==> config.mk <==
export PLATFORM = sky130hd
export DESIGN_NAME = serial_word_tx
export DESIGN_NICKNAME = d
export VERILOG_FILES = /design/src/rtl/nanolab_serial_pkg.sv /design/src/rtl/edge_det.sv /design/src/rtl/serial_word_tx.sv
export SDC_FILE = /design/constraint.sdc
export NUM_CORES = 1
export LEC_CHECK = 0
export ABC_AREA = 1
export CAP_MARGIN = 15
export CORE_MARGIN = 2
export CORE_UTILIZATION = 45
export CTS_BUF_LIST = sky130_fd_sc_hd__clkbuf_4 sky130_fd_sc_hd__clkbuf_8
export CTS_CLUSTER_DIAMETER = 200
export DETAILED_ROUTE_END_ITERATION = 10
export GPL_TIMING_DRIVEN = 0
export PLACE_DENSITY = 0.75
export SETUP_SLACK_MARGIN = 0.3
export SYNTH_ARGS = -nofsm -noshare
export SYNTH_HDL_FRONTEND = slang
export SYNTH_SLANG_ARGS = --single-unit
==> constraint.sdc <==
create_clock -name clk -period 3 [get_ports clk]
set_input_delay 0.45 -clock clk [delete_from_list [all_inputs] [get_ports clk]]
set_output_delay 0.45 -clock clk [all_outputs]
set_load 0.02 [all_outputs]
==> src/rtl/nanolab_serial_pkg.sv <==
// Shared constants for the serial word transmitter.
//   DEFAULT_DATA_W : default frame width in bits
//   ST_*           : 3-bit binary encodings of the transmit FSM states
package nanolab_serial_pkg;

   localparam int unsigned DEFAULT_DATA_W = 24;

   localparam logic [2:0] ST_IDLE  = 3'd0;
   localparam logic [2:0] ST_SETUP = 3'd1;
   localparam logic [2:0] ST_SHIFT = 3'd2;
   localparam logic [2:0] ST_HOLD  = 3'd3;
   localparam logic [2:0] ST_DONE  = 3'd4;

endpackage : nanolab_serial_pkg

==> src/rtl/edge_det.sv <==
// Registered edge detector for a square wave that already lives in the clk domain.
// Ports:
//   clk, reset  : system clock, asynchronous active-high reset
//   sig_i       : square wave to watch (registered upstream)
//   rise_c_o    : high for one cycle after sig_i goes 0->1
//   fall_c_o    : high for one cycle after sig_i goes 1->0
module edge_det (
   input  logic clk,
   input  logic reset,
   input  logic sig_i,
   output logic rise_c_o,
   output logic fall_c_o
);

   logic sig_q;

   // One-cycle history of the input.
   always_ff @(posedge clk or posedge reset) begin
      if (reset) begin
         sig_q <= 1'b0;
      end else begin
         sig_q <= sig_i;
      end
   end

   // sig_i is itself a flop output, so these stay register-to-register paths.
   assign rise_c_o = sig_i & ~sig_q;
   assign fall_c_o = ~sig_i & sig_q;

endmodule : edge_det

==> src/rtl/serial_word_tx.sv <==
// Serialises one parallel word into a cs_n/sclk/mosi frame, paced by the
// divided square wave div_clk. sclk follows div_clk edges; mosi changes on
// sclk fall so it is stable around every sclk rise.
// Ports:
//   clk, reset : system clock, asynchronous active-high reset
//   div_clk    : rate reference from the clock divider (clk domain)
//   start      : frame request, only honoured while idle
//   data_in    : word captured on acceptance
//   busy       : frame in progress (cycle after acceptance through done)
//   done       : one-cycle pulse at end of frame
//   cs_n       : chip select, active low
//   sclk       : serial clock, idles low
//   mosi       : serial data
module serial_word_tx
   import nanolab_serial_pkg::*;
#(
   parameter int unsigned DATA_W    = DEFAULT_DATA_W,
   parameter bit          MSB_FIRST = 1'b1
) (
   input  logic              clk,
   input  logic              reset,
   input  logic              div_clk,
   input  logic              start,
   input  logic [DATA_W-1:0] data_in,
   output logic              busy,
   output logic              done,
   output logic              cs_n,
   output logic              sclk,
   output logic              mosi
);

   localparam int unsigned CNT_W = $clog2(DATA_W + 1);
   // Bit position that is always the next one on the wire.
   localparam int unsigned LEAD  = MSB_FIRST ? DATA_W - 1 : 0;

   logic              rise_c;
   logic              fall_c;

   logic [2:0]        state_q,   state_d;
   logic [DATA_W-1:0] shreg_q,   shreg_d;
   logic [CNT_W-1:0]  bit_cnt_q, bit_cnt_d;
   logic              busy_q,    busy_d;
   logic              done_q,    done_d;
   logic              cs_n_q,    cs_n_d;
   logic              sclk_q,    sclk_d;
   logic              mosi_q,    mosi_d;
   logic [DATA_W-1:0] shreg_rot_c;

   // div_clk edge strobes.
   edge_det u_edge_det (
      .clk      (clk),
      .reset    (reset),
      .sig_i    (div_clk),
      .rise_c_o (rise_c),
      .fall_c_o (fall_c)
   );

   // Rotate rather than shift: the wrapped bit is never sent, and every
   // register bit stays in use for either bit order.
   assign shreg_rot_c = MSB_FIRST ? {shreg_q[DATA_W-2:0], shreg_q[DATA_W-1]}
                                  : {shreg_q[0], shreg_q[DATA_W-1:1]};

   // State and output registers.
   always_ff @(posedge clk or posedge reset) begin
      if (reset) begin
         state_q   <= ST_IDLE;
         shreg_q   <= '0;
         bit_cnt_q <= '0;
         busy_q    <= 1'b0;
         done_q    <= 1'b0;
         cs_n_q    <= 1'b1;
         sclk_q    <= 1'b0;
         mosi_q    <= 1'b0;
      end else begin
         state_q   <= state_d;
         shreg_q   <= shreg_d;
         bit_cnt_q <= bit_cnt_d;
         busy_q    <= busy_d;
         done_q    <= done_d;
         cs_n_q    <= cs_n_d;
         sclk_q    <= sclk_d;
         mosi_q    <= mosi_d;
      end
   end

   // Next-state and next-output logic.
   always_comb begin
      state_d   = state_q;
      shreg_d   = shreg_q;
      bit_cnt_d = bit_cnt_q;
      busy_d    = busy_q;
      done_d    = 1'b0;
      cs_n_d    = cs_n_q;
      sclk_d    = sclk_q;
      mosi_d    = mosi_q;

      case (state_q)
         ST_IDLE: begin
            if (start) begin
               shreg_d   = data_in;
               bit_cnt_d = CNT_W'(DATA_W);
               busy_d    = 1'b1;
               cs_n_d    = 1'b0;
               mosi_d    = data_in[LEAD];
               state_d   = ST_SETUP;
            end
         end

         // Waiting for a fall gives the first bit a half-period of setup.
         ST_SETUP: begin
            if (fall_c) begin
               state_d = ST_SHIFT;
            end
         end

         ST_SHIFT: begin
            if (rise_c) begin
               sclk_d = 1'b1;
               if (bit_cnt_q != '0) begin
                  bit_cnt_d = bit_cnt_q - CNT_W'(1);
               end
            end else if (fall_c) begin
               sclk_d = 1'b0;
               if (bit_cnt_q == '0) begin
                  state_d = ST_HOLD;
               end else begin
                  shreg_d = shreg_rot_c;
                  mosi_d  = shreg_rot_c[LEAD];
               end
            end
         end

         // Half-period of cs hold after the last sclk fall.
         ST_HOLD: begin
            if (rise_c) begin
               cs_n_d  = 1'b1;
               mosi_d  = 1'b0;
               done_d  = 1'b1;
               state_d = ST_DONE;
            end
         end

         ST_DONE: begin
            busy_d  = 1'b0;
            state_d = ST_IDLE;
         end

         default: begin
            busy_d  = 1'b0;
            cs_n_d  = 1'b1;
            sclk_d  = 1'b0;
            mosi_d  = 1'b0;
            state_d = ST_IDLE;
         end
      endcase
   end

   assign busy = busy_q;
   assign done = done_q;
   assign cs_n = cs_n_q;
   assign sclk = sclk_q;
   assign mosi = mosi_q;

endmodule : serial_word_tx

==> metrics.yaml <==
run_status:
  outcome: "completed"
floorplanning:
  rows: 25
  initial_core_util: 0.4627
  die-area_um2: 5396
  fp.dieW_um: 73.46
  die_h_um: 73.46
  io_pins: 33
  core_area_um2: 4692
worst_setup_path:
  cp_data_required_time_ns: 2.55
  r2r_start: "bit_cnt_q[0]"
  cp_max_fo: 2
  end_kind: "output port"
  r2r_slack_ns: 1.41
  cp.arrival_ns: 1.41
  crit_family: "buffers and inverters"
  cp_num_buf_inv: 1
  reg2reg_to: "shreg_q[4]"
  crit_chain: "clkdlybuf4s50_1"
  cpMaxStageDelayCell: "clkdlybuf4s50_1"
  criticalPathCategory: "reg2out"
  r2r_cells: 9
  cp-start-kind: "flop"
  critical_path.max_stage_delay_ns: 0.59
global_route:
  grt_use_total: 0.1861
  grt_pass1_wl_um: 7769
  antenna_found_initial: 0
  grt_max_degree: 39
  grt-ovfl-total: 0
  grt_pass1_vias: 1676
yosys:
  synth_cell_type_count: 25
  syn_nets: 323
  synth_cells: 292
  seq_area_frac_synth: 0.4386
  netlist_area_um2: 2171
  synth_seq_cells: 38
  synth.avg_cell_area_um2: 7.434
  ys_warn_count: 0
clock_tree:
  tritoncts: "done"
  numCtsBuffers: 5
  cts.sinks: 38
  cts_hold_buf: 0
  cts_resized: 0
  clockBufferDepth: 2
  post_cts_buffers: 0
  htree_levels: 2
  clkLatencyLatePin_ns: 0.29
  path_clk_slew_ns: 0.07
  cts-root-buf: "clkbuf_8"
sta:
  hold-worst-slack_ns: 0.4690
  tightestPinTransition_ns: 0.7879
  period_needed_ns: 1.863
  hold_viol_final: 0
  finalSetupViolCount: 0
  fmax_mhz: 536.7
  finalCritPeriodShare: 0.6210
  rsz0062_at_grt: "no"
  skew_ns: 0.004287
  slew_headroom: 0.4740
  timing.final.ws_setup_ns: 1.137
  report.final.slew_viol_count: 0
  fin_tns_setup_ns: 0
place:
  dp_hpwl_um: 3093
  place.gp.congestion: 0.8729
  port_buffers: 32
  dp_slack_ns: 0.9318
  dpl.cell_count: 378
pwr:
  vdd_drop_max_mv: 0.5531
  p_leak_uw: 0.001425
  p_per_area_nw_per_um2: 1080
  p_int_uw: 1585
  seqPwrFrac: 0.319
  power.share.clock: 0.132
  swShare: 0.4469
  p_switching_uw: 1281
  comb_power_share: 0.549
route:
  first_iter_violations: 76
  post_drt_wl_per_cell_um: 11.53
  drt_first_pass_iters: 4
  via_per_inst: 4.790
  num_vias: 1849
  wl_um: 4449
  ant_nets: 0
  drc: 0
run:
  drv_cap: 0
worst_hold_path:
  hold_end: "cs_n"
  hold_path_class: "reg2reg"
  holdPathStages: 2
  hp-start: "cs_n"
final_layout:
  finalNonFillerCells: 386
  fin_nets: 362
  antennaDiodeCount: 0
  final_cell_mix: "nand2_1, dfrtp_1, clkdlybuf4s50_1"
  layout-area-overhead-vs-synth_pct: 22.25
  drive_gt1_frac: 0.1265
  final_common_cell: "nand2_1"
per-stage QoR:
stage	power, uW	utilization	instance area (um2)
2_1_floorplan	2156	-	2171
3_3_place_gp	2474	0.5453	2559
3_5_place_dp	2511	0.5453	2559
4_1_cts	2898	0.5656	2654
5_1_grt	3146	0.5656	2654
6_report	2866	0.5656	2654
cell type report:
cell class,instances,area (um2)
Timing Repair Buffer,32,320.3
Buffer,11,107.6
Sequential cell,38,952.2
Multi-Input combinational cell,224,1030
Clock buffer,7,90.09
Clock inverter,1,5.005
Tap cell,54,67.56
Fill cell,446,2038
Inverter,19,81.33
routing by layer:
metal,share of wire,track usage,up-vias
met4,0.014,0.05455,0
li1,-,-,981
met3,0.038,0.04527,7
met2,0.47,0.2897,32
met5,0,0,-
met1,0.48,0.2577,829
synthesized netlist by cell type:
master   count  area [um2]
nor2_1      11       41.29
ha_1         3       37.54
nand2_1    149       559.3
buf_6        6       67.56
nor3_1       2       10.01
nand2_2     10       62.56
a21oi_1      1       5.000
inv_8        1       11.26
nor2_4       1       11.26
buf_12       1       20.02
o21ai_2      1       8.760
dfstp_2      1       26.28
buf_2        4       20.02
dfrtp_1     37       925.9
nor2_2       1       6.260
inv_2        1       3.750
nand4_1      2       12.51
inv_4        1       6.260
nand3_1     31       155.2
nand3_2      1       10.01
xnor2_1      1       8.760
o21ai_0      6       30.03
nand2_4      1       11.26
inv_1       16       60.06
nand2_8      3       60.06
power groups by stage:
stage | logic [uW] | clock network (uW) | registers [uW]
final | 1570 | 378 | 913
after global routing | 1790 | 408 | 943
after CTS | 1600 | 390 | 911
after detailed placement | 1590 | 0 | 918
after global placement | 1560 | 0 | 910
after floorplan | 1240 | 0 | 911
worst min-delay path, cell delays in order (launching register included):
cell and delay (ns):
dfstp_2 0.37, nand2_1 0.05, nand2_1 0.05
registers in the layout, summed over array words and instances, names as in the netlist:
signal,flops
u_edge_det.sig_q,1
shreg_q,24
done,1
state_q,3
cs_n,1
sclk,1
busy,1
mosi,1
bit_cnt_q,5
how the worst max path moves through the flow:
| stage | start | end | slack (ns) | cells after the start |
|---|---|---|---|---|
| CTS | cs_n | cs_n | 1.12 | 1 |
| global placement | reset | u_edge_det.sig_q | 0.80 | 2 |
| floorplan | bit_cnt_q[0] | shreg_q[0] | 1.58 | 8 |
| global route | cs_n | cs_n | 1.12 | 1 |
| detailed placement | div_clk | shreg_q[4] | 0.93 | 8 |
| finish | cs_n | cs_n | 1.14 | 1 |
kinds of logic after synthesis:
kind of cell / share of synthesized area
and+or+nand+nor: 0.4329
xor gates and xnor gates: 0.004035
buffers and inverters: 0.08703
DFF: 0.4386
adders and majority gates: 0.01729
AOI/OAI and AO/OA: 0.02017
(Power assumes the default switching activity.)
